## src/rtl/dac1k_if_tx.sv

```systemverilog
// Transmit-side LVDS DDR interface: sample-pair FIFO, training/run sequencer,
// SAME_EDGE DDR output stage with differential data pins and a forwarded clock.
module dac1k_if_tx #(
   parameter int unsigned TRAIN_CYCLES = 64,
   parameter logic [7:0]  TRAIN_A      = 8'hAA,
   parameter logic [7:0]  TRAIN_B      = 8'h55,
   parameter logic [7:0]  IDLE_WORD    = 8'h00
) (
   input  logic        dclk,
   input  logic        reset_n,
   input  logic        train_req,
   input  logic [7:0]  din_1,
   input  logic [7:0]  din_2,
   input  logic        din_valid,
   output logic        din_ready,
   output logic [7:0]  Dpin_P,
   output logic [7:0]  Dpin_N,
   output logic        DCO_P,
   output logic        DCO_N,
   output logic [1:0]  state,
   output logic        train_done,
   output logic [15:0] underflow_cnt
);

   localparam logic [1:0]  ST_RESET   = 2'b00;
   localparam logic [1:0]  ST_TRAIN   = 2'b01;
   localparam logic [1:0]  ST_RUN     = 2'b10;
   localparam logic [15:0] TRAIN_LAST = 16'(TRAIN_CYCLES - 32'd1);

   logic [1:0]  state_r;
   logic [1:0]  state_nxt_s;
   logic [15:0] train_cnt_r;
   logic [15:0] fifo_mem_r [4];
   logic [1:0]  wr_ptr_r;
   logic [1:0]  rd_ptr_r;
   logic [2:0]  fifo_cnt_r;
   logic [7:0]  launch1_r;
   logic [7:0]  launch2_r;
   logic [7:0]  oddr_d1_r;
   logic [7:0]  oddr_d2_r;
   logic        dco_d1_r;
   logic        dco_d2_r;
   logic        train_done_r;
   logic [15:0] underflow_cnt_r;

   logic        run_s;
   logic        ready_s;
   logic        wr_en_s;
   logic        rd_en_s;
   logic        flush_s;
   logic        udf_s;
   logic        train_end_s;

   // State register.
   always_ff @(posedge dclk or negedge reset_n) begin
      if (!reset_n) begin
         state_r <= ST_RESET;
      end else begin
         state_r <= state_nxt_s;
      end
   end

   // Next-state logic.
   always_comb begin
      state_nxt_s = state_r;
      case (state_r)
         ST_RESET: state_nxt_s = ST_TRAIN;
         ST_TRAIN: begin
            if (train_end_s) state_nxt_s = ST_RUN;
            else             state_nxt_s = ST_TRAIN;
         end
         ST_RUN: begin
            if (train_req) state_nxt_s = ST_TRAIN;
            else           state_nxt_s = ST_RUN;
         end
         default: state_nxt_s = ST_RESET;
      endcase
   end

   // Handshake, FIFO control and sequencer decode.
   always_comb begin
      run_s       = (state_r == ST_RUN);
      ready_s     = run_s && (fifo_cnt_r != 3'd4) && !train_req;
      wr_en_s     = din_valid && ready_s;
      flush_s     = run_s && train_req;
      rd_en_s     = run_s && !train_req && (fifo_cnt_r != 3'd0);
      udf_s       = run_s && !train_req && (fifo_cnt_r == 3'd0);
      train_end_s = (state_r == ST_TRAIN) && (train_cnt_r == TRAIN_LAST);
   end

   assign din_ready = ready_s;

   // Training burst length counter; restarts from zero on every entry to TRAIN.
   always_ff @(posedge dclk or negedge reset_n) begin
      if (!reset_n) begin
         train_cnt_r <= 16'd0;
      end else if ((state_r == ST_TRAIN) && !train_end_s) begin
         train_cnt_r <= train_cnt_r + 16'd1;
      end else begin
         train_cnt_r <= 16'd0;
      end
   end

   // FIFO storage and pointers; an empty FIFO never pops, so a word written
   // into an empty FIFO is first visible to the drain on the following edge.
   always_ff @(posedge dclk or negedge reset_n) begin
      if (!reset_n) begin
         for (int i = 0; i < 4; i++) fifo_mem_r[i] <= 16'd0;
         wr_ptr_r   <= 2'd0;
         rd_ptr_r   <= 2'd0;
         fifo_cnt_r <= 3'd0;
      end else if (flush_s) begin
         wr_ptr_r   <= 2'd0;
         rd_ptr_r   <= 2'd0;
         fifo_cnt_r <= 3'd0;
      end else begin
         if (wr_en_s) begin
            fifo_mem_r[wr_ptr_r] <= {din_2, din_1};
            wr_ptr_r             <= wr_ptr_r + 2'd1;
         end
         if (rd_en_s) begin
            rd_ptr_r <= rd_ptr_r + 2'd1;
         end
         fifo_cnt_r <= fifo_cnt_r + {2'b00, wr_en_s} - {2'b00, rd_en_s};
      end
   end

   // Launch registers; the flush edge already sends training so that buffered
   // words are never launched.
   always_ff @(posedge dclk or negedge reset_n) begin
      if (!reset_n) begin
         launch1_r <= 8'h00;
         launch2_r <= 8'h00;
      end else begin
         case (state_r)
            ST_TRAIN: begin
               launch1_r <= TRAIN_A;
               launch2_r <= TRAIN_B;
            end
            ST_RUN: begin
               if (flush_s) begin
                  launch1_r <= TRAIN_A;
                  launch2_r <= TRAIN_B;
               end else if (rd_en_s) begin
                  launch1_r <= fifo_mem_r[rd_ptr_r][7:0];
                  launch2_r <= fifo_mem_r[rd_ptr_r][15:8];
               end else begin
                  launch1_r <= IDLE_WORD;
                  launch2_r <= IDLE_WORD;
               end
            end
            default: begin
               launch1_r <= 8'h00;
               launch2_r <= 8'h00;
            end
         endcase
      end
   end

   // Status outputs: train_done coincides with the first RUN cycle.
   always_ff @(posedge dclk or negedge reset_n) begin
      if (!reset_n) begin
         train_done_r    <= 1'b0;
         underflow_cnt_r <= 16'd0;
      end else begin
         train_done_r <= train_end_s;
         if (udf_s && (underflow_cnt_r != 16'hFFFF)) begin
            underflow_cnt_r <= underflow_cnt_r + 16'd1;
         end else begin
            underflow_cnt_r <= underflow_cnt_r;
         end
      end
   end

   // ODDR capture stage (SAME_EDGE): both slots sampled on the rising edge.
   always_ff @(posedge dclk or negedge reset_n) begin
      if (!reset_n) begin
         oddr_d1_r <= 8'h00;
         oddr_d2_r <= 8'h00;
         dco_d1_r  <= 1'b0;
         dco_d2_r  <= 1'b0;
      end else begin
         oddr_d1_r <= launch1_r;
         oddr_d2_r <= launch2_r;
         dco_d1_r  <= 1'b1;
         dco_d2_r  <= 1'b0;
      end
   end

   // DDR pad mux and LVDS_25 differential buffers.
   assign Dpin_P = dclk ? oddr_d1_r : oddr_d2_r;
   assign Dpin_N = ~Dpin_P;
   assign DCO_P  = dclk ? dco_d1_r : dco_d2_r;
   assign DCO_N  = ~DCO_P;

   assign state         = state_r;
   assign train_done    = train_done_r;
   assign underflow_cnt = underflow_cnt_r;

endmodule
```

## config.mk

```make
export PLATFORM = sky130hd
export DESIGN_NAME = dac1k_if_tx
export DESIGN_NICKNAME = d
export VERILOG_FILES = /design/src/rtl/dac1k_if_tx.sv
export SDC_FILE = /design/constraint.sdc
export NUM_CORES = 1
export LEC_CHECK = 0
export ABC_AREA = 0
export CELL_PAD_IN_SITES_DETAIL_PLACEMENT = 1
export CELL_PAD_IN_SITES_GLOBAL_PLACEMENT = 1
export CORE_UTILIZATION = 40
export CTS_CLUSTER_DIAMETER = 120
export DETAILED_ROUTE_END_ITERATION = 8
export MAX_ROUTING_LAYER = met4
export PLACE_DENSITY = 0.69
export SYNTH_ARGS = -nofsm -noshare
export SYNTH_HDL_FRONTEND = slang
export SYNTH_SLANG_ARGS = --single-unit
```

## constraint.sdc

```tcl
create_clock -name dclk -period 2.75 [get_ports dclk]
set_input_delay 0.4125 -clock dclk [delete_from_list [all_inputs] [get_ports dclk]]
set_output_delay 0.4125 -clock dclk [all_outputs]
set_load 0.01 [all_outputs]
```

==> results by group <==
Synth
  – Synth Register Bits: 139
  – Cells after Synth: 450
  – Mux contribution to synthesized area: between 20 and 25%
  – Largest family of logic cells by synthesized area: multiplexers
  – Synth Area in Adders: under 10%
  – Mapped cell area: 6030 um2
  – Simple-Gate Fraction of Synth Area: 10.5%
  – Syn. warnings: 0
  – Synth Net Count: between 400 and 500
  – Syn_area_per_cell: about 13 um2
  – XOR/XNOR Fraction of Synth Area: 4.65%
  – Complex-gate fraction of the synthesized area: ~1.4%
  – Post-synth EDFFs: 0
  – Unique masters post-synth: 33
  – Post-synthesis sequential area ratio: between 50% and 60%
  – Post-synthesis async set-or-reset flop share: 100%
  – Main flop type after synthesis: dfrtp_1

Floorplan
  – Die footprint: 15,600 um2
  – Ports: slightly below 60
  – Row count: 44
  – Initial Util: about two fifths
  – Die W: 125 um
  – Die Height: about 120 um
  – Core area: ~15,000 um2

Power
  – Max VDD drop: 0.677 mV
  – Pleak: a little over 4 nW
  – Final Power: approximately 8.5 mW
  – Pwr per Cell Area: about 1000 nW/um2

Route
  – WL final: around 16,000 um
  – Vias after detailed routing: ~4,100
  – Vias/cell: 5.40
  – Initial DRC count: around 220
  – Drt pass-1 iters: 6
  – Final ANT Viol Nets: 0
  – Drt wl/cell: between 20 and 25 um
  – Detailed-route DRC error count: 16

Placement
  – Gpl congestion: 0.809
  – Port bufs: 57
  – DPL Wire Length: just over 8000 um
  – Inst Count DP: 682

Clock tree
  – Clock latency on the worst-skew pair: about 0.54 ns
  – CTS tree: done
  – Clock transition at the registers of the reported paths: 0.06 ns

STA
  – Endpoints failing hold: 0
  – RSZ-0062 raised after global routing: yes
  – Setup TNS Final: -0.0919 ns
  – Worst slew pin tran: a little over 0.7 ns
  – Fin worst setup slack: -0.0571 ns
  – Final setup viols: 3
  – Max Slew Vio Count: 0
  – Clock skew: between 0.01 and 0.015 ns
  – Rel. slew slack: approximately 53%
  – Worst hold margin: roughly 0.35 ns

Min path
  – Hold path depth: 0
  – Worst hold path class: reg -> reg

Cells and area
  – Share of cells above drive strength 1: between 30% and 40%
  – Fin cells: roughly 760
  – Fin util: 58.0%
  – Layout Area Growth over Synthesis: 40.8%
  – Final nets: a little under 600
  – Diode count: 0
  – Fill cells: roughly 1,400

Critical path
  – Reg2reg end: fifo_cnt_r[2]$_DFF_PN0_
  – FF-to-FF path depth: 13
  – Crit path to: Dpin_P[4]
  – Crit path top cell by count: clkbuf_16
  – CP max FO: 6
  – CP max stage cell: mux2i_4
  – Kind of critical path: clk -> out
  – Worst path max stage delay: between 0.2 and 0.3 ns
  – CP Launch Point: dclk
  – RR Startpoint: state[0]$_DFF_PN0_
  – Reg2Reg Setup Slack: ~0.25 ns
  – Crit-path cells: clkbuf_16 > clkbuf_16 > buf_12 > mux2i_4 > clkbuf_16 > inv_4 > buf_6
  – CP Launch Type: clock port
  – Arr. time, crit path: ~2.4 ns
  – Worst setup EP type: output port
  – WP data required: between 2 and 2.5 ns

Status
  – Outcome: complete, but fails checks
  – Failing checks: design-rule violations, negative setup slack

Job
  – Max-cap violations: 0

Global route
  – Initial antenna violation count: 0
  – GRT Residual Overflow: 0
  – All-Layer GR Usage: 24.5%
  – First-pass GRT wire length: between 20,000 and 30,000 um
  – Largest net degree at the start of global routing: about 70
  – Vias in the first global route: around 5,000
through the flow:
stage / setup slack, ns / cell area [um2]
3_3_place_gp: 0.174 / 6830
6_report: -0.0571 / 8490
4_1_cts: -0.114 / 8580
5_1_grt: -0.0794 / 8490
3_5_place_dp: 0.101 / 6830
2_1_floorplan: 0.144 / 6030
layout by cell type (no fill, tap or decap), types with 7 or more instances in the layout:
cell type	Yosys	layout
xnor2_1	11	11
nand2_1	22	21
mux4_2	16	16
clkbuf_16	0	47
xor2_1	21	21
dfrtp_1	139	139
nand3_1	8	8
nor4_1	10	10
inv_1	20	11
a21boi_0	8	8
ha_1	12	12
buf_4	4	12
and3_1	13	13
inv_4	0	7
mux2i_4	0	8
nor2_1	29	29
buf_6	0	20
nand4_1	9	9
mux2_2	67	67
nor3_1	11	11
clkdlybuf4s50_1	0	38
synthesized netlist by cell type (2+ instances only):
cell | number | area, um2
ha_1 | 12 | 150
nand2_2 | 4 | 25.0
dfrtp_1 | 139 | 3480
nand2_1 | 22 | 82.6
mux2i_1 | 10 | 100
nand3_1 | 8 | 40.0
inv_1 | 20 | 75.1
xnor2_1 | 11 | 96.3
buf_2 | 5 | 25.0
a21boi_0 | 8 | 60.1
buf_4 | 4 | 30.0
nor4_1 | 10 | 62.6
and3_1 | 13 | 81.3
nand4_1 | 9 | 56.3
nor3b_1 | 2 | 15.0
mux2_2 | 67 | 754
nand2b_1 | 2 | 12.5
and2_1 | 4 | 25.0
mux4_2 | 16 | 360
xor2_1 | 21 | 184
and4_1 | 2 | 17.5
nor3_1 | 11 | 55.1
clkbuf_1 | 9 | 33.8
nor2b_1 | 2 | 12.5
a21oi_1 | 3 | 15.0
nor2_1 | 29 | 109
critical path: cells and delay by family:
family / cells / cell delay, ns
muxes: 1 / 0.25
buffers and inverters: 6 / 0.77
layer usage:
metal | global-route usage [%] | routed length [um]
met5 | - | 0
met4 | 16.8 | 482
met3 | 12.1 | 866
met2 | 37.1 | 8420
met1 | 25.0 | 6630
registers in the layout, indices dropped and copies added, names as in the netlist:
register	flops
launch1_r	8
wr_ptr_r	2
underflow_cnt	16
train_cnt_r	16
fifo_cnt_r	3
oddr_d1_r	8
fifo_mem_r	64
dco_d1_r	1
train_done	1
state	2
rd_ptr_r	2
oddr_d2_r	8
launch2_r	8
layout make-up:
| cell class | count | area, um2 | area share (%) |
|---|---|---|---|
| Clock buffer | 78 | 1510 | 17.8 |
| Clock inverter | 21 | 234 | 2.76 |
| Inverter | 11 | 41.3 | 0.486 |
| Multi-Input combinational cell | 273 | 2500 | 29.5 |
| Sequential cell | 139 | 3480 | 41.0 |
| Tap cell | 184 | 230 | 2.71 |
| Timing Repair Buffer | 49 | 494 | 5.82 |
worst min path at each step:
stage | startpoint | endpoint | slack (ns)
after floorplan | reset_n | dco_d1_r$_DFF_PN0_ | 0.12
after global placement | launch1_r[6]$_DFF_PN0_ | oddr_d1_r[6]$_DFF_PN0_ | 0.33
after detailed placement | launch2_r[4]$_DFF_PN0_ | oddr_d2_r[4]$_DFF_PN0_ | 0.34
after CTS | launch1_r[2]$_DFF_PN0_ | oddr_d1_r[2]$_DFF_PN0_ | 0.35
after global routing | launch2_r[4]$_DFF_PN0_ | oddr_d2_r[4]$_DFF_PN0_ | 0.36
final | launch1_r[2]$_DFF_PN0_ | oddr_d1_r[2]$_DFF_PN0_ | 0.35
repair_timing:
item / 4_1_cts / 5_1_grt
endpoints found under the setup margin: 18 / 12
pin swaps: 0 / 0
gates resized for setup: 121 / 12
hold endpoints to repair: 68 / 0
cloned: 0 / 0
hold buffers: 1 / 0
buffers inserted: 11 / 3
kinds of logic (layout without fill, tap and decap cells):
logic type | Yosys count | after routing
buf+inv | 38 | 159
simple gates | 122 | 122
compound gates | 12 | 12
flops | 139 | 139
mux | 93 | 93
other cells | 1 | 1
xor+xnor | 32 | 32
fa+ha+maj | 13 | 13
where the power goes:
part	leakage, nW	switching (mW)	total [mW]	internal (mW)
Combinational	1.28	0.0561	0.0888	0.0327
Clock	0.946	2.03	6.34	4.31
Sequential	1.83	0.00130	2.05	2.05
Total	4.06	2.09	8.48	6.39
Note: power is estimated with default switching activity, not from simulation.
==> variant 1 (same settings) <==
Reset style: synchronous (`reset_n`), changed in 6 clocked blocks.
--- a/src/rtl/dac1k_if_tx.sv
+++ b/src/rtl/dac1k_if_tx.sv
@@ -53,5 +53,5 @@
 
    // State register.
-   always_ff @(posedge dclk or negedge reset_n) begin
+   always_ff @(posedge dclk) begin
       if (!reset_n) begin
          state_r <= ST_RESET;
@@ -92,5 +92,5 @@
 
    // Training burst length counter; restarts from zero on every entry to TRAIN.
-   always_ff @(posedge dclk or negedge reset_n) begin
+   always_ff @(posedge dclk) begin
       if (!reset_n) begin
          train_cnt_r <= 16'd0;
@@ -104,5 +104,5 @@
    // FIFO storage and pointers; an empty FIFO never pops, so a word written
    // into an empty FIFO is first visible to the drain on the following edge.
-   always_ff @(posedge dclk or negedge reset_n) begin
+   always_ff @(posedge dclk) begin
       if (!reset_n) begin
          for (int i = 0; i < 4; i++) fifo_mem_r[i] <= 16'd0;
@@ -128,5 +128,5 @@
    // Launch registers; the flush edge already sends training so that buffered
    // words are never launched.
-   always_ff @(posedge dclk or negedge reset_n) begin
+   always_ff @(posedge dclk) begin
       if (!reset_n) begin
          launch1_r <= 8'h00;
@@ -159,5 +159,5 @@
 
    // Status outputs: train_done coincides with the first RUN cycle.
-   always_ff @(posedge dclk or negedge reset_n) begin
+   always_ff @(posedge dclk) begin
       if (!reset_n) begin
          train_done_r    <= 1'b0;
@@ -174,5 +174,5 @@
 
    // ODDR capture stage (SAME_EDGE): both slots sampled on the rising edge.
-   always_ff @(posedge dclk or negedge reset_n) begin
+   always_ff @(posedge dclk) begin
       if (!reset_n) begin
          oddr_d1_r <= 8'h00;
Check against the original RTL: differs if reset_n is asserted again (counterexample within 4 cycles, from zero or initial values and one cycle with reset_n low); with reset_n held inactive, the same outputs for 10 cycles.
==> variant 1 against the unedited design <==
  * Setup slack better by 0.077 ns
  * Cell area down 2.3%
  * Total power down 31%
  * Sequential cell count is 2 higher
  * Routed wire length grew 3.4%
  * Count of clock-buffer cells in the layout up 1
  * Synthesized area is 1.9% lower
==> variant 1: results (changes against the unedited design) <==
[placement]
dp.final_hpwl_mm = 8.357  ; +1.9%
gp_congestion = 0.7784  ; -3.8%
dp_slack_ns = 0.08371  ; -0.01760 ns
port_buffers = 57  ; unchanged

[routing]
wl_met3_microns = 845  ; -2.4%
dr_wl_met2_mm = 8.916  ; +5.9%
top_layer = met4
post_drt_wl_per_cell_microns = 21.11  ; -2.9%
via_per_inst = 5.408  ; about the same
wl_met1_mm = 6.501  ; -2.0%
drt_iter0_markers = 276  ; +28%
drt-pass1-iter-count = 6  ; unchanged

[synthesis]
synth_common_cells = 82 x and2_1, 77 x dfxtp_1, 64 x edfxtp_1
synth_nets = 528  ; +9.3%
async_reset_ff_share_pct = 0  ; -100 points
ys_seq_area_share_pct = 58.54  ; +0.84 points
ys_warn_count = 0  ; unchanged
synthTopCellsByArea = edfxtp_1 32%, dfxtp_1 26%, and2_1 8.7%
ys_types = 43  ; +30%
synthFlopType = dfxtp_1
synth_edf_count = 64  ; +64

[worst_hold_path]
min_path_type = flop to flop
hold_start = launch1_r[5]
hold_path_depth = 1  ; +1
worst_hold_path.endpoint = oddr_d1_r[5]

[sta]
finalWorstSetupSlack_ns = 0.01980  ; +0.07690 ns
clock_skew_ns = 0.01001  ; -0.001809 ns
slew_headroom_pct = 33.83  ; -19 points
final-hold-violation-count = 0  ; unchanged
hold_slack_ns = 0.4463  ; +0.09996 ns

[clock_tree]
clkTransAtPathRegs_ns = 0.07
clkLatencyLatePin_ns = 0.53

[worst_setup_path]
critPathTopFamily = buffers and inverters
cp-endpoint = DCO_P
rr_worst_depth = 6  ; -7
crit_arrival_ns = 2.32  ; -0.07 ns
cp_max_fo = 6  ; unchanged
cp_slowest_cell = clkbuf_16
r2r_start = state[0]
worstReg2RegEnd = underflow_cnt[11]
cpPeakStageDelay_ns = 0.17  ; -0.08 ns
critPathLaunch = dclk
r2r_setup_slack_ns = 0.25  ; about the same

[grt]
grt_pass1_wl_mm = 26.41  ; -0.23%
grt_pass1_vias = 5063  ; +4.0%
grt_max_degree = 40  ; -44%
antenna_found_initial = 0  ; unchanged
track_usage_pct = 25.10  ; +0.57 points

[final_layout]
drive_gt1_share_pct = 22.26  ; -14 points
diodes = 0  ; unchanged
largest_register = fifo_mem_r
fillerInstances = 1438  ; +4.3%
nets = 635  ; +7.4%
largest_reg_flops = 64  ; unchanged

[power_and_ir_drop]
swShare_pct = 22.89  ; -1.7 points
ir_drop_v = 0.0004346  ; -36%
power.leakage_nw = 3.144  ; -22%

[run_status]
status = finished clean

## variant 1: cell count changes in the layout (fill, tap and decap cells not counted), moves of 10 or more
cell      change
dfrtp_1     -139
and2_1       +78
dfxtp_1      +77
mux2_2       -67
edfxtp_1     +64
o21ai_0      +14
a21oi_1      +12
xor2_1       -12
inv_1        +10
or4_1        +10
## variant 1: kinds of logic after synthesis
family,after synthesis,share of synthesized area [%]
xor+xnor,17,2.517
fa+ha+maj,9,2.031
mux,27,7.953
compound gates,51,5.393
flops,141,58.54
buf+inv,47,3.130
simple gates,207,20.43
## variant 1: routing by layer
layer	GRT usage [%]	vias up
met1	24.35	2136
li1	-	2004
met5	-	-
met2	40.28	144
met3	8.425	64
met4	21.54	0
## variant 1: stage by stage
stage | util (%) | power (mW) | cell area (sq um) | cells
CTS | 58.04 | 5.945 | 8403 | 810
global route | 57.28 | 6.046 | 8294 | 804
global placement | 46.57 | 2.556 | 6743 | 735
finish | 57.28 | 5.869 | 8294 | 804
detailed placement | 46.57 | 2.565 | 6743 | 735
floorplan | - | 2.493 | 5921 | 499
## variant 1: timing repair
action	in CTS	in global routing
resized for setup	128	0
setup buffers	14	0
setup endpoints to repair	18	6
## variant 1: power by group through the flow
stage               logic (mW)  registers, mW  clock network (mW)
floorplan               0.0638           2.30               0.128
global placement         0.130           2.30               0.124
detailed placement       0.133           2.31               0.124
CTS                      0.136           2.27                3.54
global route             0.145           2.27                3.63
finish                   0.135           2.27                3.47
## variant 1: cell type report
cell class	instances	area, sq um	share of cell area, %
multi-input cells	311	2389	28.80
repair buffers	52	488.0	5.883
inverters	20	75.07	0.9051
clock buffers	79	1514	18.25
flip-flops and latches	141	3463	41.76
clock inverters	17	135.1	1.629
well taps	184	230.2	2.776
==> variant 2 (same settings) <==
Made on the original files. `TRAIN_A`: 8'hAA -> 8'h7F.
--- a/src/rtl/dac1k_if_tx.sv
+++ b/src/rtl/dac1k_if_tx.sv
@@ -3,5 +3,5 @@
 module dac1k_if_tx #(
    parameter int unsigned TRAIN_CYCLES = 64,
-   parameter logic [7:0]  TRAIN_A      = 8'hAA,
+   parameter logic [7:0]  TRAIN_A      = 8'h7F,
    parameter logic [7:0]  TRAIN_B      = 8'h55,
    parameter logic [7:0]  IDLE_WORD    = 8'h00
Check against the original RTL: not equivalent (Yosys sat finds a counterexample within 4 cycles, from zero or initial values and one cycle with reset_n low).
==> variant 2 against the unedited design <==
  * Sequential cell count unchanged
  * Setup slack improved by 0.042 ns
  * Highest routed layer unchanged
  * Routed wire length decreased by 7.3%
  * The run still ends with design-rule violations, negative setup slack left
  * Final cell count increased by 1.1%
  * Synthesized area increased by 1.2%
  * Synthesized cell count increased by 2.0%
  * Core utilization decreased by 0.83 points
  * Total power decreased by 24%
  * Cell area decreased by 1.1%
==> variant 2: results (changes against the unedited design) <==
[sta]
finalWorstSetupSlack_ns = -0.01552  ; +0.04158 ns
clock_skew_ns = 0.006541  ; -0.005280 ns
slew_headroom_pct = 53.21  ; +0.71 points
finalSetupViolations = 2  ; -1

[run_status]
violations = design-rule violations, negative setup slack
status = finished with violations

[power_and_ir_drop]
power.leakage_nw = 3.913  ; -3.5%
p_int_mw = 4.889  ; -23%
ir_drop_v = 0.0006680  ; -1.3%

[placement]
dp.final_hpwl_mm = 8.434  ; +2.8%
dp_slack_ns = -0.03447  ; -0.1358 ns
gp_congestion = 0.7719  ; -4.6%
place_area_sq_um = 6883  ; +0.71%
post-place-cells = 692  ; +1.5%
port_buffers = 57  ; unchanged

[synthesis]
synthTopCellsByArea = dfrtp_1 57%, mux2_2 12%, mux4_2 5.9%
synth_compound_area_share_pct = 3.385  ; +2.0 points
synth.avg_cell_area_sq_um = 13.29  ; -0.82%
synth_common_cells = 139 x dfrtp_1, 63 x mux2_2, 31 x inv_1
ys_seq_area_share_pct = 57.04  ; -0.66 points
synthFlopType = dfrtp_1
async_reset_ff_share_pct = 100.0  ; unchanged
ys_warn_count = 0  ; unchanged
ys_types = 42  ; +27%
synth_nets = 492  ; +1.9%
synth_mux_area_share_pct = 19.76  ; -0.40 points
synthAdderAreaFrac_pct = 2.790  ; -0.032 points
synth_xor_area_share_pct = 4.021  ; -0.63 points

[routing]
drt-pass1-iter-count = 6  ; unchanged
via_per_inst = 5.347  ; -1.0%
drc = 5  ; -11
drt_iter0_markers = 172  ; -20%
post_drt_wl_per_cell_microns = 19.92  ; -8.3%

[final_layout]
diodes = 0  ; unchanged
fillerInstances = 1423  ; +3.2%
largest_reg_flops = 64  ; unchanged
fin_cells = 763  ; +1.1%
largest_register = fifo_mem_r
drive_gt1_share_pct = 34.89  ; -1.4 points
nets = 598  ; +1.2%

[grt]
antenna_found_initial = 0  ; unchanged
grt_pass1_wl_mm = 25.69  ; -3.0%
grt_pass1_vias = 4912  ; +0.95%
grt_max_degree = 65  ; -9.7%
track_usage_pct = 23.86  ; -0.67 points

[clock_tree]
clkLatencyLatePin_ns = 0.54  ; about the same
clkTransAtPathRegs_ns = 0.06  ; about the same

[worst_setup_path]
cp_max_fo = 4  ; -2
crit_arrival_ns = 2.35  ; -0.04 ns

[worst_hold_path]
min_path_type = flop to flop

-- variant 2: cells by family after synthesis --
| logic type | Yosys count |
|---|---|
| compound gates | 33 |
| xor+xnor | 28 |
| fa+ha+maj | 13 |
| buf+inv | 50 |
| flops | 139 |
| mux | 92 |
| other cells | 1 |
| simple gates | 103 |
-- variant 2: layout make-up --
cell class | count | area, sq um | share of cell area (%)
clock buffers | 77 | 1398 | 16.64
clock inverters | 20 | 206.4 | 2.458
repair buffers | 51 | 496.7 | 5.914
well taps | 184 | 230.2 | 2.741
flip-flops and latches | 139 | 3478 | 41.41
inverters | 22 | 82.58 | 0.9832
multi-input cells | 270 | 2507 | 29.85
-- variant 2: worst paths after layout --
| kind | slack [ns] | startpoint | cells past startpoint | endpoint |
|---|---|---|---|---|
| setup / recovery | -0.02 | dclk | 7 | Dpin_N[2] |
| hold / removal | 0.34 | launch1_r[2] | 0 | oddr_d1_r[2] |
| setup reg to reg | 0.22 | state[0] | 13 | fifo_cnt_r[2] |
| hold reg to reg | 0.34 | launch1_r[2] | 0 | oddr_d1_r[2] |
| max in group asynchronous | 1.63 | reset_n | 3 | state[1] |
| min in group asynchronous | 0.37 | reset_n | 2 | fifo_mem_r[19] |
-- variant 2: what timing repair did --
action                                  CTS  global route
hold buffers                              1             0
hold endpoints to repair                 44             0
endpoints found under the setup margin   18             9
gates resized for setup                 124            10
setup buffers                            14             2
gates cloned                              0             0
-- variant 2: power groups by stage --
stage | Sequential [mW] | Clock [mW] | Combinational [mW]
after detailed placement | 2.08 | 0.361 | 0.0877
after global routing | 2.05 | 4.51 | 0.0970
after global placement | 2.08 | 0.361 | 0.0835
after CTS | 2.05 | 4.50 | 0.0894
after floorplan | 2.08 | 0.219 | 0.00249
final | 2.05 | 4.27 | 0.0849
-- variant 2: through the flow --
step / setup TNS [ns] / hold slack (ns)
floorplan: 0 / 0.1169
global placement: 0 / 0.3350
detailed placement: -0.03447 / 0.3363
CTS: -0.5731 / 0.3445
global route: -0.06677 / 0.3439
finish: -0.02394 / 0.3426
-- variant 2: per-layer routing --
layer  part of all wire [%]  GRT usage [%]  up-vias
li1                       -              -     1813
met1                     40          24.09     2107
met2                     51          35.10      113
met3                    5.6          11.60       47
met4                    3.3          19.15        0
met5                      0              -        -
-- variant 2: critical path, stage by stage --
cell and delay [ns]:
clkbuf_16 0.14, clkbuf_16 0.16, mux2i_4 0.20, buf_6 0.13
buf_6 0.11, clkbuf_16 0.13, buf_6 0.11
